File: config.mk
export PLATFORM = sky130hd
export DESIGN_NAME = leaky_integrator
export DESIGN_NICKNAME = d
export VERILOG_FILES = /design/src/rtl/leaky_integrator_pkg.sv /design/src/rtl/leaky_state_reg.sv /design/src/rtl/leaky_integrator.sv
export SDC_FILE = /design/constraint.sdc
export NUM_CORES = 1
export LEC_CHECK = 0
export ABC_CLOCK_PERIOD_IN_PS = 13500
export CORE_UTILIZATION = 44
export DETAILED_ROUTE_END_ITERATION = 12
export PLACE_DENSITY = 0.77
export RECOVER_POWER = 100
export SLEW_MARGIN = 10
export SYNTH_ARGS = -nofsm -noshare
export SYNTH_HDL_FRONTEND = slang
export SYNTH_SLANG_ARGS = --single-unit
File: constraint.sdc
create_clock -name CLK -period 13.5 [get_ports CLK]
set_clock_uncertainty 0.2 [all_clocks]
set_input_delay 2.7 -clock CLK [delete_from_list [all_inputs] [get_ports CLK]]
set_output_delay 2.7 -clock CLK [all_outputs]
set_load 0.05 [all_outputs]
File: src/rtl/leaky_integrator_pkg.sv
// Shared definitions for the leaky integrator: width derivation, output
// saturation limits and the clamp helper used by the top-level datapath.
package leaky_integrator_pkg;

  // Clamp result: saturated value plus a flag saying whether clamping happened.
  typedef struct packed {
    logic               clamped;
    logic signed [31:0] value;
  } sat_result_t;

  // Output/state width is the sample width plus guard bits.
  function automatic int ow_calc(input int bw, input int gw);
    return bw + gw;
  endfunction

  // Largest representable OW-bit signed value.
  function automatic logic signed [31:0] sat_max(input int ow);
    return (32'sd1 <<< (ow - 1)) - 32'sd1;
  endfunction

  // Smallest representable OW-bit signed value.
  function automatic logic signed [31:0] sat_min(input int ow);
    return -(32'sd1 <<< (ow - 1));
  endfunction

  // Clamp a wide (sign-extended OW+2 bit) sum into the OW-bit signed range.
  function automatic sat_result_t saturate(input logic signed [31:0] s, input int ow);
    sat_result_t r;
    if (s > sat_max(ow)) begin
      r.clamped = 1'b1;
      r.value   = sat_max(ow);
    end else if (s < sat_min(ow)) begin
      r.clamped = 1'b1;
      r.value   = sat_min(ow);
    end else begin
      r.clamped = 1'b0;
      r.value   = s;
    end
    return r;
  endfunction

endpackage

File: src/rtl/leaky_state_reg.sv
// Feedback state register for the leaky integrator: holds y and the
// one-cycle update strobe. Synchronous active-low RESET beats clear, and
// clear beats a load on the same cycle.
module leaky_state_reg #(
  parameter int W = 13
) (
  input  logic                CLK,
  input  logic                RESET,
  input  logic                clear,
  input  logic                en,
  input  logic signed [W-1:0] d,
  output logic signed [W-1:0] q,
  output logic                valid
);

  logic signed [W-1:0] q_r;
  logic                valid_r;

  // State and strobe update: reset, then clear, then load; strobe only on load.
  always_ff @(posedge CLK) begin
    if (!RESET) begin
      q_r     <= {W{1'b0}};
      valid_r <= 1'b0;
    end else if (clear) begin
      q_r     <= {W{1'b0}};
      valid_r <= 1'b0;
    end else if (en) begin
      q_r     <= d;
      valid_r <= 1'b1;
    end else begin
      q_r     <= q_r;
      valid_r <= 1'b0;
    end
  end

  assign q     = q_r;
  assign valid = valid_r;

endmodule

File: src/rtl/leaky_integrator.sv
// Single-pole leaky integrator: y[n] = sat(y[n-1] + x[n] - (y[n-1] >>> k)).
// Optional build macro LEAKY_INTEGRATOR_ROUND_EN switches the leak term from
// a floor shift to a round-half-up shift for k>0; ports are identical.
// The leak/add/saturate path is combinational; y lives in leaky_state_reg.
module leaky_integrator
  import leaky_integrator_pkg::*;
#(
  parameter  int BW = 9,
  parameter  int GW = 4,
  parameter  int KW = 3,
  localparam int OW = ow_calc(BW, GW)
) (
  input  logic                 CLK,
  input  logic                 RESET,
  input  logic                 in_valid,
  input  logic signed [BW-1:0] in_data,
  input  logic        [KW-1:0] leak_k,
  input  logic                 clear,
  output logic                 out_valid,
  output logic signed [OW-1:0] out_data,
  output logic                 sat_flag
);

  // Two extra bits keep y + x - L free of internal overflow.
  localparam int SW = OW + 2;
  localparam logic signed [SW-1:0] ONE_S = {{(SW-1){1'b0}}, 1'b1};

  logic signed [SW-1:0] x_ext_s;
  logic signed [SW-1:0] y_ext_s;
  logic signed [SW-1:0] leak_s;
  logic signed [SW-1:0] sum_s;
  logic signed [31:0]   sum_wide_s;
  sat_result_t          sat_res_s;
  logic signed [OW-1:0] y_next_s;
  logic                 sat_flag_r;

  // Bring sample and current state to the common internal width.
  always_comb begin
    x_ext_s = {{(SW-BW){in_data[BW-1]}}, in_data};
    y_ext_s = {{(SW-OW){out_data[OW-1]}}, out_data};
  end

  // Leak term L derived from the current state and the sampled shift k.
  always_comb begin
    leak_s = y_ext_s;
`ifdef LEAKY_INTEGRATOR_ROUND_EN
    if (leak_k == {KW{1'b0}}) begin
      leak_s = y_ext_s;
    end else begin
      leak_s = (y_ext_s + (ONE_S <<< (leak_k - KW'(1'b1)))) >>> leak_k;
    end
`else
    leak_s = y_ext_s >>> leak_k;
`endif
  end

  // Accumulate, then clamp the wide sum into the output range.
  always_comb begin
    sum_s      = y_ext_s + x_ext_s - leak_s;
    sum_wide_s = {{(32-SW){sum_s[SW-1]}}, sum_s};
    sat_res_s  = saturate(sum_wide_s, OW);
    y_next_s   = OW'(sat_res_s.value);
  end

  leaky_state_reg #(
    .W(OW)
  ) u_state (
    .CLK   (CLK),
    .RESET (RESET),
    .clear (clear),
    .en    (in_valid),
    .d     (y_next_s),
    .q     (out_data),
    .valid (out_valid)
  );

  // Sticky saturation flag: set by any clamped accepted sample, dropped by clear/reset.
  always_ff @(posedge CLK) begin
    if (!RESET) begin
      sat_flag_r <= 1'b0;
    end else if (clear) begin
      sat_flag_r <= 1'b0;
    end else if (in_valid && sat_res_s.clamped) begin
      sat_flag_r <= 1'b1;
    end else begin
      sat_flag_r <= sat_flag_r;
    end
  end

  assign sat_flag = sat_flag_r;

endmodule
# After elaboration in Yosys (flattened, before gate mapping)

Cells that the tools add are included.
W data, S select, Z words.

Bits in registers: 15
Bits in latches: 0
Memory bits (writable): 0
Bits in read-only memories: 0
Input bits: 16
Output and inout bits: 15
Word-level logic and storage cells: 14
Memories kept: 0

Add/subtract/negate cells: 2
Multipliers: 0
Div/mod/pow operators: 0
Order comparisons: 2
Equality and inequality tests: 0
Shift operators: 1
Muxes and demuxes: 3
Bitwise operators: 1
Reduce and logical (&&, ||, !) cells: 2

Operators with widths:

| operator               | count |
|---|---|
| $mux W33               | 2 |
| $gt A15 B13 Y1 const B | 1 |
| $lt A15 B13 Y1 const B | 1 |
| $sshr A13 B3 Y15       | 1 |
| $sub A14 B15 Y15       | 1 |
| $add A13 B9 Y14        | 1 |
| $reduce_or A2 Y1       | 1 |
| $logic_and A1 B1 Y1    | 1 |
| $mux W1                | 1 |
| $not A1 Y1             | 1 |

# Longest topological paths before layout

Depth after elaboration: 6
Depth in mapped cells: 17
Mapped depth without buffers: 15

# By module

A second synthesis with hierarchy kept.

Cells, all modules: 278
Area, all modules: 2,205.9 µm²

Modules (own cells, without submodules):

| module           | times used | cells an instance | area each (µm²) | sequential area each (µm²) |
|---|---|---|---|---|
| leaky_integrator | 1          | 232               | 1,696.6         | 20.0 |
| leaky_state_reg  | 1          | 46                | 509.2           | 280.3 |

# Least setup slack after synthesis

OpenSTA, ideal clock, no wires.

Kind: input to register
From: input port leak_k[1]
To: register u_state.q_r[2], in the netlist u_state.q[2]
Library setup time: 0.132 ns
Data arrival time: 5.899 ns
Data required time: 13.168 ns
Path slack: 7.269 ns
Cell stages on the path: 15
Buffers on the path: 1
Cell sequence: clkbuf_1 -> mux2i_1 -> nand2_1 -> o21ai_0 -> a21oi_1 -> fa_1 -> inv_1 -> fa_1 -> a21o_1 -> a221oi_4 -> nor3_4 -> nor2_1 -> mux2_2 -> o2111ai_4 -> o211ai_1

Cells in the longest elaborated chain, start to end: 5
Elaborated cells on any way between the ends: 6
Those cells by class: add/sub: 1; order compare: 2; shift: 1; mux: 2

Ends and longest elaborated chain:

| what                 | RTL line                   | RTL |
|---|---|---|
| start, declared      | leaky_integrator.sv:17     | `input logic [KW-1:0] leak_k,` |
| $sshr A13 B3 Y15 (*) | leaky_integrator.sv:53     | `leak_s = y_ext_s >>> leak_k;` |
| $sub A14 B15 Y15 (*) | leaky_integrator.sv:59     | `sum_s = y_ext_s + x_ext_s - leak_s;` |
| $lt A15 B13 Y1       | leaky_integrator_pkg.sv:32 | `end else if (s < sat_min(ow)) begin` |
| $mux W33             | leaky_integrator_pkg.sv:32 |  |
| $mux W33 (*)         | leaky_integrator_pkg.sv:29 | `if (s > sat_max(ow)) begin` |
| end signal, assigned | leaky_state_reg.sv:22      | `q_r <= {W{1'b0}};` |
| end signal, assigned | leaky_state_reg.sv:25      | `q_r <= {W{1'b0}};` |
| end signal, assigned | leaky_state_reg.sv:31      | `q_r <= q_r;` |
| end, declared        | leaky_state_reg.sv:16      | `logic signed [W-1:0] q_r;` |

Every way passes the cells marked *; elsewhere a longest branch is shown, timed or not.
A chain may end at the register's enable or synchronous reset.

# Worst setup path in the final report

From: input port leak_k[0]
To: register u_state.q_r[4], in the netlist u_state.q[4]

Same word-level chain as after synthesis.

==> reports/qor.yml <==
synth.top_cells.by_area: "dfxtp_1 (14%), fa_1 (11%), ha_1 (9.9%)"
multi_input_comb_area_um2: 1572
combPwrFrac_pct: 80.8
clkSlewWorstSetupHoldPaths_ns: 0.06
synth_cell_type_count: 46
clkPwrFrac_pct: 6.0
vias: 1984
hold_depth: 2
drive_gt1_share_pct: 4.934
setup_ws_ns: 5.900
tightest_slew_ns: 0.8808
synth_top_family_by_area: "compound AO/OA/AOI/OAI gates"
p_switching_mw: 0.3429
end_kind: "register"
seqPwrFrac_pct: 13.2
maxSlewHeadroom_pct: 41.28
drt_iter0_markers: 107
dp_slack_ns: 6.305
r2r_slack_ns: 8.95
root_buffer: "clkbuf_8"
syn-cell-area_um2: 2148
reg2reg_from: "u_state.q[6]"
die_area_um2: 5166
ctsResizeCount: 0
slew_viol_final: 0
antenna_found_initial: 0
htree_levels: 1
drtAntennaViolNets: 0
worstHoldEndpoint: "sat_flag"
synth.avg_cell_area_um2: 7.756
muxShareOfSynthArea_pct: 9.901
hold_viol_final: 0
area_growth_pct: 16.25
post_cts_buffers: 0
syn_nets: 322
core_um2: 4723
gp_congestion: 0.8727
cp-start-kind: "primary input"
timing.fmax_mhz: 131.6
ys_seq_area_share_pct: 13.98
synth-edff-count: 0
grt_pass1_wl_um: 8473
status: "completed"
initial_utilization_pct: 45.48
synth_seq_cells: 15
p_sw_share_pct: 55.42
detail_route.wl_per_cell_um: 13.72
synth_compound_area_share_pct: 24.52
drt-total-wl_um: 5091
rsz0062_at_grt: "no"
holdCritPathClass: "reg2reg"
cap_violations: 0
regToRegEndpoint: "u_state.q[4]"
synth_warnings: 0
power.internal_mw: 0.2758
tritoncts: "done"
synth_top_area_cell: "dfxtp_1"
grt_pass1_vias: 1847
cp_max_fo: 13
yosys_most_used_dff: "dfxtp_1"
die_w_um: 71.88
portBuffers: 30
nFillCells: 447
async_flop_share_pct: 0
r2r_cells: 14
ioPinCount: 31
finalSetupViolCount: 0
fp-row-count: 25
hold_start: "sat_flag"
synth_largest_type_area_fraction_pct: 13.98
setup_tns_ns: 0
dp_hpwl_um: 4118
fp.dieH_um: 71.88
critPathRequiredTime_ns: 13.47
synthSimpleGateAreaFrac_pct: 15.67
clk_path_buf_depth: 2
vias_per_cell: 5.348
period_share_pct: 56.30
syn_inst: 277
synth_most_common_cell: "inv_1"
path_class: "in2reg"
postCtsHoldBufs: 0
cts_sinks: 15
leakage_nw: 1.169
grt-ovfl-total: 0
nets: 350
drcViolationCount: 0
power.density_nw_per_um2: 247.7
cts_made_buffers: 3
grt_max_degree: 25
firstDrtPassIters: 4
yosys.area_share.xor_xnor_pct: 4.485
clkLatencyLatePin_ns: 0.25
grtUsageTotal_pct: 20.83
fin_crit_ns: 7.600
synthTopCellsByCount: "inv_1 (51), nand2_1 (33), o21ai_0 (23)"
arrival_ns: 7.57
synthAdderAreaFrac_pct: 21.08
ir_worst_vdd_uv: 105.7
register_area_um2: 300.3
antennaDiodeCount: 0
registers in the layout, indices dropped and copies added (netlist names):
| signal | cells |
|---|---|
| sat_flag | 1 |
| u_state.q | 13 |
| u_state.valid | 1 |
cells by family after synthesis:
logic type	Yosys count
compound gates	76
simple gates	71
buf+inv	59
fa+ha+maj	29
mux	16
flops	15
xor+xnor	11
layout by cell type (no fill, tap or decap), types with 7 or more instances in the layout:
cell / instances
nand3_1: 7
a21oi_1: 13
dfxtp_1: 15
clkdlybuf4s50_1: 13
inv_1: 51
dlygate4sd3_1: 17
o21ai_0: 23
nand2_1: 33
ha_1: 17
nor2_1: 15
fa_1: 12
mux2i_1: 10
worst max-delay path by stage:
stage                        end  depth (start not counted)      start  slack (ns)
global placement    u_state.q[4]                         14  leak_k[0]        6.35
floorplan           u_state.q[2]                         15  leak_k[1]        7.27
global route        u_state.q[7]                         14  leak_k[0]        5.60
finish              u_state.q[4]                         14  leak_k[0]        5.90
CTS                 u_state.q[2]                         14  leak_k[0]        6.54
detailed placement  u_state.q[2]                         14  leak_k[0]        6.30
power groups by stage:
stage | combinational (mW) | clock [mW] | sequential, mW
3_3_place_gp | 0.510 | 0 | 0.0828
5_1_grt | 0.553 | 0.0403 | 0.0837
2_1_floorplan | 0.360 | 0 | 0.128
6_report | 0.500 | 0.0374 | 0.0817
4_1_cts | 0.522 | 0.0377 | 0.0817
3_5_place_dp | 0.518 | 0 | 0.0826
stage by stage:
stage | cell area, um^2 | cells | power (mW) | hold WS (ns) | utilization (%)
global route | 2497 | 371 | 0.6769 | 0.2912 | 52.87
CTS | 2551 | 371 | 0.6417 | 0.2813 | 54.01
detailed placement | 2505 | 367 | 0.6007 | 0.2610 | 53.03
floorplan | 2148 | 277 | 0.4874 | 0.4853 | -
finish | 2497 | 371 | 0.6187 | 0.2757 | 52.87
global placement | 2505 | 367 | 0.5932 | 0.2646 | 53.03
per-layer routing:
| layer | track usage, % | wire length [um] | up-vias |
|---|---|---|---|
| li1 | - | - | 999 |
| met1 | 28.55 | 2354 | 925 |
| met2 | 35.74 | 2410 | 55 |
| met3 | 1.266 | 276 | 5 |
| met4 | 5.447 | 49 | 0 |
| met5 | 0 | 0 | - |
layout make-up:
type / count / share of cell area [%]
Multi-Input combinational cell: 203 / 62.93
Sequential cell: 15 / 12.02
Timing Repair Buffer: 30 / 12.02
Inverter: 52 / 7.816
Tap cell: 67 / 3.357
Clock buffer: 3 / 1.653
Clock inverter: 1 / 0.2004
critical path, stage by stage:
cell           delay [ns]
dlygate4sd3_1        0.88
inv_1                0.24
o21ai_0              0.35
a21oi_1              0.14
fa_1                 0.51
inv_1                0.07
fa_1                 0.46
a21o_1               0.22
a221oi_1             0.76
nor3_4               0.07
or3_1                0.41
o2111ai_1            0.18
nand3_1              0.33
a22oi_1              0.25
(Power assumes the default switching activity.)
